## src/rtl/reg8_ser_pkg.sv

```systemverilog
// Shared types and constants for the reg8_serializer slice.
package reg8_ser_pkg;

   typedef enum logic [1:0] {
      ST_IDLE   = 2'd0,
      ST_SHIFT  = 2'd1,
      ST_PARITY = 2'd2
   } ser_state_e;

   localparam int DEFAULT_WIDTH = 8;

   // Bit-counter width; a single bit is the floor so WIDTH=2 still works.
   function automatic int cnt_width(input int width);
      return (width > 2) ? $clog2(width) : 1;
   endfunction

endpackage

```

## src/rtl/reg8_serializer_piso.sv

```systemverilog
// Parallel-in serial-out shift register with a fixed output tap.
// MSB_FIRST=1 taps bit WIDTH-1 and shifts left; otherwise taps bit 0 and
// shifts right. Vacated positions fill with zero.
module piso_shift_reg #(
   parameter int WIDTH     = 8,
   parameter bit MSB_FIRST = 1'b1
) (
   input  logic             clk_i,
   input  logic             rst_i,
   input  logic             load_i,
   input  logic [WIDTH-1:0] data_i,
   input  logic             shift_i,
   output logic             bit_o
);

   logic [WIDTH-1:0] sr_q;
   logic [WIDTH-1:0] sr_d;

   // Load has priority over shift; otherwise hold.
   always_comb begin
      sr_d = sr_q;
      if (load_i) begin
         sr_d = data_i;
      end else if (shift_i) begin
         if (MSB_FIRST) sr_d = {sr_q[WIDTH-2:0], 1'b0};
         else           sr_d = {1'b0, sr_q[WIDTH-1:1]};
      end
   end

   // Register with synchronous reset.
   always_ff @(posedge clk_i) begin
      if (rst_i) sr_q <= '0;
      else       sr_q <= sr_d;
   end

   assign bit_o = MSB_FIRST ? sr_q[WIDTH-1] : sr_q[0];

endmodule

```

## src/rtl/reg8_serializer.sv

```systemverilog
// Byte serializer: valid/ready word load, valid/ready bit stream out.
// Build option: REG8_SER_PARITY_EN appends an even-parity bit to each frame.
//
//   state     | meaning
//   ----------+-------------------------------------------------
//   ST_IDLE   | waiting for a word, in_ready=1, no serial output
//   ST_SHIFT  | presenting data bits, count_q = bits already sent
//   ST_PARITY | presenting the parity bit (parity build only)
module reg8_serializer
   import reg8_ser_pkg::*;
#(
   parameter int WIDTH     = DEFAULT_WIDTH,
   parameter bit MSB_FIRST = 1'b1
) (
   input  logic             CLK,
   input  logic             RST,
   input  logic             in_valid,
   output logic             in_ready,
   input  logic [WIDTH-1:0] data_in,
   output logic             sdo,
   output logic             sdo_valid,
   input  logic             sdo_ready,
   output logic             sdo_last,
   output logic             busy
);

   localparam int            CW       = cnt_width(WIDTH);
   localparam logic [CW-1:0] CNT_LAST = CW'(WIDTH - 1);

`ifdef REG8_SER_PARITY_EN
   localparam ser_state_e ST_AFTER_DATA = ST_PARITY;
   localparam bit         PAR_EN        = 1'b1;
`else
   localparam ser_state_e ST_AFTER_DATA = ST_IDLE;
   localparam bit         PAR_EN        = 1'b0;
`endif

   ser_state_e    state_q, state_d;
   logic [CW-1:0] count_q, count_d;
   logic          load;
   logic          shift_en;
   logic          cnt_at_last;
   logic          tap_bit;
   logic          par_bit;

   assign load        = in_valid && (state_q == ST_IDLE);
   assign shift_en    = sdo_ready && (state_q == ST_SHIFT);
   assign cnt_at_last = (count_q == CNT_LAST);

   piso_shift_reg #(
      .WIDTH     (WIDTH),
      .MSB_FIRST (MSB_FIRST)
   ) u_piso (
      .clk_i   (CLK),
      .rst_i   (RST),
      .load_i  (load),
      .data_i  (data_in),
      .shift_i (shift_en),
      .bit_o   (tap_bit)
   );

`ifdef REG8_SER_PARITY_EN
   logic parity_q, parity_d;

   // Capture even parity of the word at load time.
   always_comb begin
      parity_d = parity_q;
      if (load) parity_d = ^data_in;
   end

   // Parity register.
   always_ff @(posedge CLK) begin
      if (RST) parity_q <= 1'b0;
      else     parity_q <= parity_d;
   end

   assign par_bit = parity_q;
`else
   assign par_bit = 1'b0;
`endif

   // Bit counter: cleared at load, advances per accepted data bit, wraps to 0 on the last.
   always_comb begin
      count_d = count_q;
      if (load)          count_d = '0;
      else if (shift_en) count_d = cnt_at_last ? '0 : count_q + 1'b1;
   end

   // State and counter registers; RST wins over any same-edge load.
   always_ff @(posedge CLK) begin
      if (RST) begin
         state_q <= ST_IDLE;
         count_q <= '0;
      end else begin
         state_q <= state_d;
         count_q <= count_d;
      end
   end

   // Next-state logic.
   always_comb begin
      state_d = state_q;
      case (state_q)
         ST_IDLE:   if (in_valid) state_d = ST_SHIFT;
         ST_SHIFT:  if (sdo_ready && cnt_at_last) state_d = ST_AFTER_DATA;
         ST_PARITY: if (sdo_ready) state_d = ST_IDLE;
         default:   state_d = ST_IDLE;
      endcase
   end

   // Outputs decoded from registered state only; nothing combinational from inputs.
   always_comb begin
      in_ready  = 1'b0;
      busy      = 1'b1;
      sdo_valid = 1'b1;
      sdo       = 1'b0;
      sdo_last  = 1'b0;
      case (state_q)
         ST_IDLE: begin
            in_ready  = 1'b1;
            busy      = 1'b0;
            sdo_valid = 1'b0;
         end
         ST_SHIFT: begin
            sdo      = tap_bit;
            sdo_last = cnt_at_last && !PAR_EN;
         end
         ST_PARITY: begin
            sdo      = par_bit;
            sdo_last = 1'b1;
         end
         default: begin
            in_ready  = 1'b1;
            busy      = 1'b0;
            sdo_valid = 1'b0;
         end
      endcase
   end

endmodule
```

## config.mk

```make
export PLATFORM = sky130hd
export DESIGN_NAME = reg8_serializer
export DESIGN_NICKNAME = d
export VERILOG_FILES = /design/src/rtl/reg8_ser_pkg.sv /design/src/rtl/reg8_serializer_piso.sv /design/src/rtl/reg8_serializer.sv
export SDC_FILE = /design/constraint.sdc
export NUM_CORES = 1
export LEC_CHECK = 0
export CORE_UTILIZATION = 40
export CTS_BUF_LIST = sky130_fd_sc_hd__clkbuf_16
export CTS_CLUSTER_DIAMETER = 120
export DETAILED_ROUTE_END_ITERATION = 10
export PLACE_DENSITY = 0.69
export SYNTH_ARGS = -nofsm -noshare
export SYNTH_HDL_FRONTEND = slang
export SYNTH_SLANG_ARGS = --single-unit
```

## constraint.sdc

```tcl
create_clock -name CLK -period 1.3 [get_ports CLK]
set_input_delay 0.26 -clock CLK [delete_from_list [all_inputs] [get_ports CLK]]
set_output_delay 0.26 -clock CLK [all_outputs]
set_load 0.02 [all_outputs]
```

==> summary.md <==
| Metric | Value |
|---|---|
| Max H-tree Level | `1` |
| Max clock buf depth | `2` |
| Initial core utilization | `44.4%` |
| Multi-input logic area | `332 µm²` |
| DP Cell Count | `92` |
| Compound-Gate Fraction of Synth Area | `16.1%` |
| Crit path required time | `approximately 1.0 ns` |
| # Post-CTS Setup Buffers | `0` |
| Critical Path Fanout Max | `2` |
| Final hold vios | `0` |
| Largest net degree at the start of global routing | `13` |
| Syn_area_per_cell | `between 9 and 10 µm²` |
| Clock power frac | `between 40 and 50%` |
| Clock skew | `about 0.0013 ns` |
| Status | `finished, violations left` |
| Synth Register Bits | `12` |
| Max Slew Vio Count | `0` |
| Combinational share of power | `13.9%` |
| Wire per inst | `12.7 µm` |
| Synth-to-Final Area Change | `47.2%` |
| Setup TNS | `-0.114 ns` |
| Static Leak | `0.333 nW` |
| Crit Path Category | `flop to output port` |
| Input/output buffers | `16` |
| Syn Nets | `75` |
| Fill count | `111` |
| Synth Instances | `61` |
| Worst-Skew Late Latency | `~0.24 ns` |
| Final HPWL from detailed placement | `~800 µm` |
| Max VDD drop | `between 600 and 700 µV` |
| Num ports | `17` |
| Die Area | `1660 µm²` |
| Seq pwr share | `36.7%` |
| Pwr/cell area | `1250 nW/µm²` |
| Final setup vio count | `1` |
| Hold buffer count at CTS | `0` |
| Crit path capture type | `output port` |
| Hold_sp | `u_piso.sr_q[7]` |
| Slew HR | `84.5%` |
| Critical Path AT | `1.15 ns` |
| Synth top area cells | `dfxtp_1 (40%), mux2i_1 (6.7%), nor3_2 (5.0%), a22oi_1 (5.0%), a311oi_2 (5.0%)` |
| Core region area | `1350 µm²` |
| Largest family of logic cells by synthesized area | `simple AND/OR/NAND/NOR gates` |
| Register area share after synthesis | `about two fifths` |
| CTS Buf Count | `3` |
| Slew @ Worst Pin | `0.233 ns` |
| Largest area contributor in the netlist | `dfxtp_1` |
| Startpoint types | `flop` |
| Residual DRC count | `0` |
| Final worst-path cycle share | `109%` |
| Clock sinks | `12` |
| Crit path from | `count_q[1]` |
| Area fraction of the dominant cell type after synthesis | `40.1%` |
| P_int | `0.874 mW` |
| Die X | `40.7 µm` |
| Pre-antenna DRT Iters | `4` |
| Via Count | `just over 500` |
| Synth Area in Adders | `4.18%` |
| Clock-pin slew on the worst setup and hold paths | `0.04 ns` |
| Antenna violations before repair | `0` |
| Vias in the first global route | `402` |
| Root buffer cell | `clkbuf_16` |
| Min Tclk post-route | `between 1 and 1.5 ns` |
| Tot GR Track Use | `17.2%` |
| Grt ovf | `0` |
| Reg2Reg Launch Point | `state_q[0]` |
| Sw Ratio | `20.9%` |
| Routed Antenna Nets | `0` |
| RSZ-0062 raised after global routing | `true` |
| Mux share of post-synthesis cell area | `approximately 6.7%` |
| Fmax | `707 MHz` |
| First-pass GRT wire length | `~1.8 mm` |
| Number of DRC markers in iteration 0 | `8` |
| Rows | `13` |
| Post-Synth XOR/XNOR Area | `0%` |
| CTS tree | `done` |
| Routed WL | `~1.2 mm` |
| Mapped Area | `599 µm²` |
| Yosys warning total | `0` |
| Via density | `around 5.4` |
| Share of cells above drive strength 1 | `around a third` |
| Yosys cell types | `23` |
| Worst Slack Setup Final | `-0.114 ns` |
| Simple-gate area share of the yosys netlist | `between 20% and 30%` |
| GPL Wtd Cong | `0.679` |
| Failing checks | `negative setup slack` |
| Flip-flop and latch area | `244 µm²` |
| N_diodes | `0` |
| Max-Cap Viols | `0` |
| Nets | `96` |
| Worst hold path type | `flop to flop` |
| Final cell count without fillers | `95` |
| NetSw | `0.231 mW` |
| Die Span Y | `40.7 µm` |
==> final cells by class <==
class | count | area share, %
well taps | 15 | 2.13
multi-input cells | 43 | 37.6
clock buffers | 3 | 8.51
inverters | 1 | 0.426
repair buffers | 21 | 23.7
flip-flops and latches | 12 | 27.7
==> final timing paths <==
check,end,slack (ns),cells after the start
max,sdo_last,-0.11,4
min,u_piso.sr_q[7],0.47,2
max reg2reg,count_q[0],0.16,4
min reg2reg,u_piso.sr_q[7],0.47,2
==> cells by family after synthesis <==
kind of cell,after synthesis
simple gates,25
compound gates,12
flops,12
mux,4
buf+inv,6
fa+ha+maj,2
==> cells in the mapped netlist, drive strengths merged <==
cell	instances
nor3	4
nand2b	1
nor2b	1
nand3	4
a21oi	4
a211oi	1
buf	5
ha	2
a311oi	3
and2	3
nand2	7
nor2	5
inv	1
mux2i	4
dfxtp	12
a22oi	4
==> sequential cells by signal (all words and copies together) (netlist names) <==
signal	flops
state_q	1
count_q	3
u_piso.sr_q	8
==> through the flow <==
| step | instance area (µm²) | total power, mW | setup WS [ns] | hold slack [ns] | utilization, % |
|---|---|---|---|---|---|
| global route | 882 | 1.14 | -0.138 | 0.494 | 65.3 |
| floorplan | 599 | 0.501 | 0.0526 | 0.328 | - |
| detailed placement | 778 | 0.567 | -0.356 | 0.460 | 57.6 |
| global placement | 778 | 0.565 | -0.337 | 0.457 | 57.6 |
| CTS | 882 | 1.11 | -0.113 | 0.470 | 65.3 |
| finish | 882 | 1.11 | -0.114 | 0.467 | 65.3 |
==> cells in the final DEF (no fill, tap or decap) <==
master / netlist / final
nand2_1: 5 / 5
clkdlybuf4s15_2: 0 / 1
ha_4: 0 / 2
buf_6: 1 / 1
buf_4: 2 / 4
clkbuf_16: 0 / 3
nand2_2: 2 / 2
nor2b_1: 1 / 1
a311oi_1: 1 / 1
nor3_2: 3 / 3
nand3_1: 4 / 4
inv_1: 1 / 1
dfxtp_1: 12 / 9
mux2i_1: 4 / 4
a21oi_1: 4 / 4
nor2_1: 5 / 5
clkdlybuf4s50_1: 0 / 11
and2_4: 1 / 2
nand2b_2: 1 / 1
a311oi_2: 2 / 2
a211oi_1: 1 / 1
dlygate4sd2_1: 0 / 3
a22oi_1: 4 / 4
dfxtp_2: 0 / 3
buf_12: 1 / 1
nor3_1: 1 / 1
and2_2: 2 / 1
==> power by group through the flow <==
| stage | registers, mW | clock network (mW) | logic, mW |
|---|---|---|---|
| after global routing | 0.407 | 0.567 | 0.167 |
| after CTS | 0.405 | 0.554 | 0.154 |
| final | 0.405 | 0.547 | 0.153 |
| after detailed placement | 0.410 | 0 | 0.157 |
| after global placement | 0.409 | 0 | 0.156 |
| after floorplan | 0.411 | 0 | 0.0903 |
==> layer usage <==
layer  vias up  global-route usage [%]  wire (µm)
li1        255                       -          -
met1       237                    21.1        564
met2        17                    26.6        553
met3         4                    4.89         61
met4         0                    10.0         26
met5         -                       0          0
==> what timing repair did <==
action / in CTS / in global routing
pin swaps: 0 / 1
resized for setup: 20 / 0
endpoints found under the setup margin: 5 / 1
==> worst max-delay path, cell delays in order (launching register included) <==
cell and delay (ns):
dfxtp_2 0.33, ha_4 0.16, ha_4 0.15, and2_4 0.15, buf_6 0.12
Note: power is estimated with default switching activity, not from simulation.
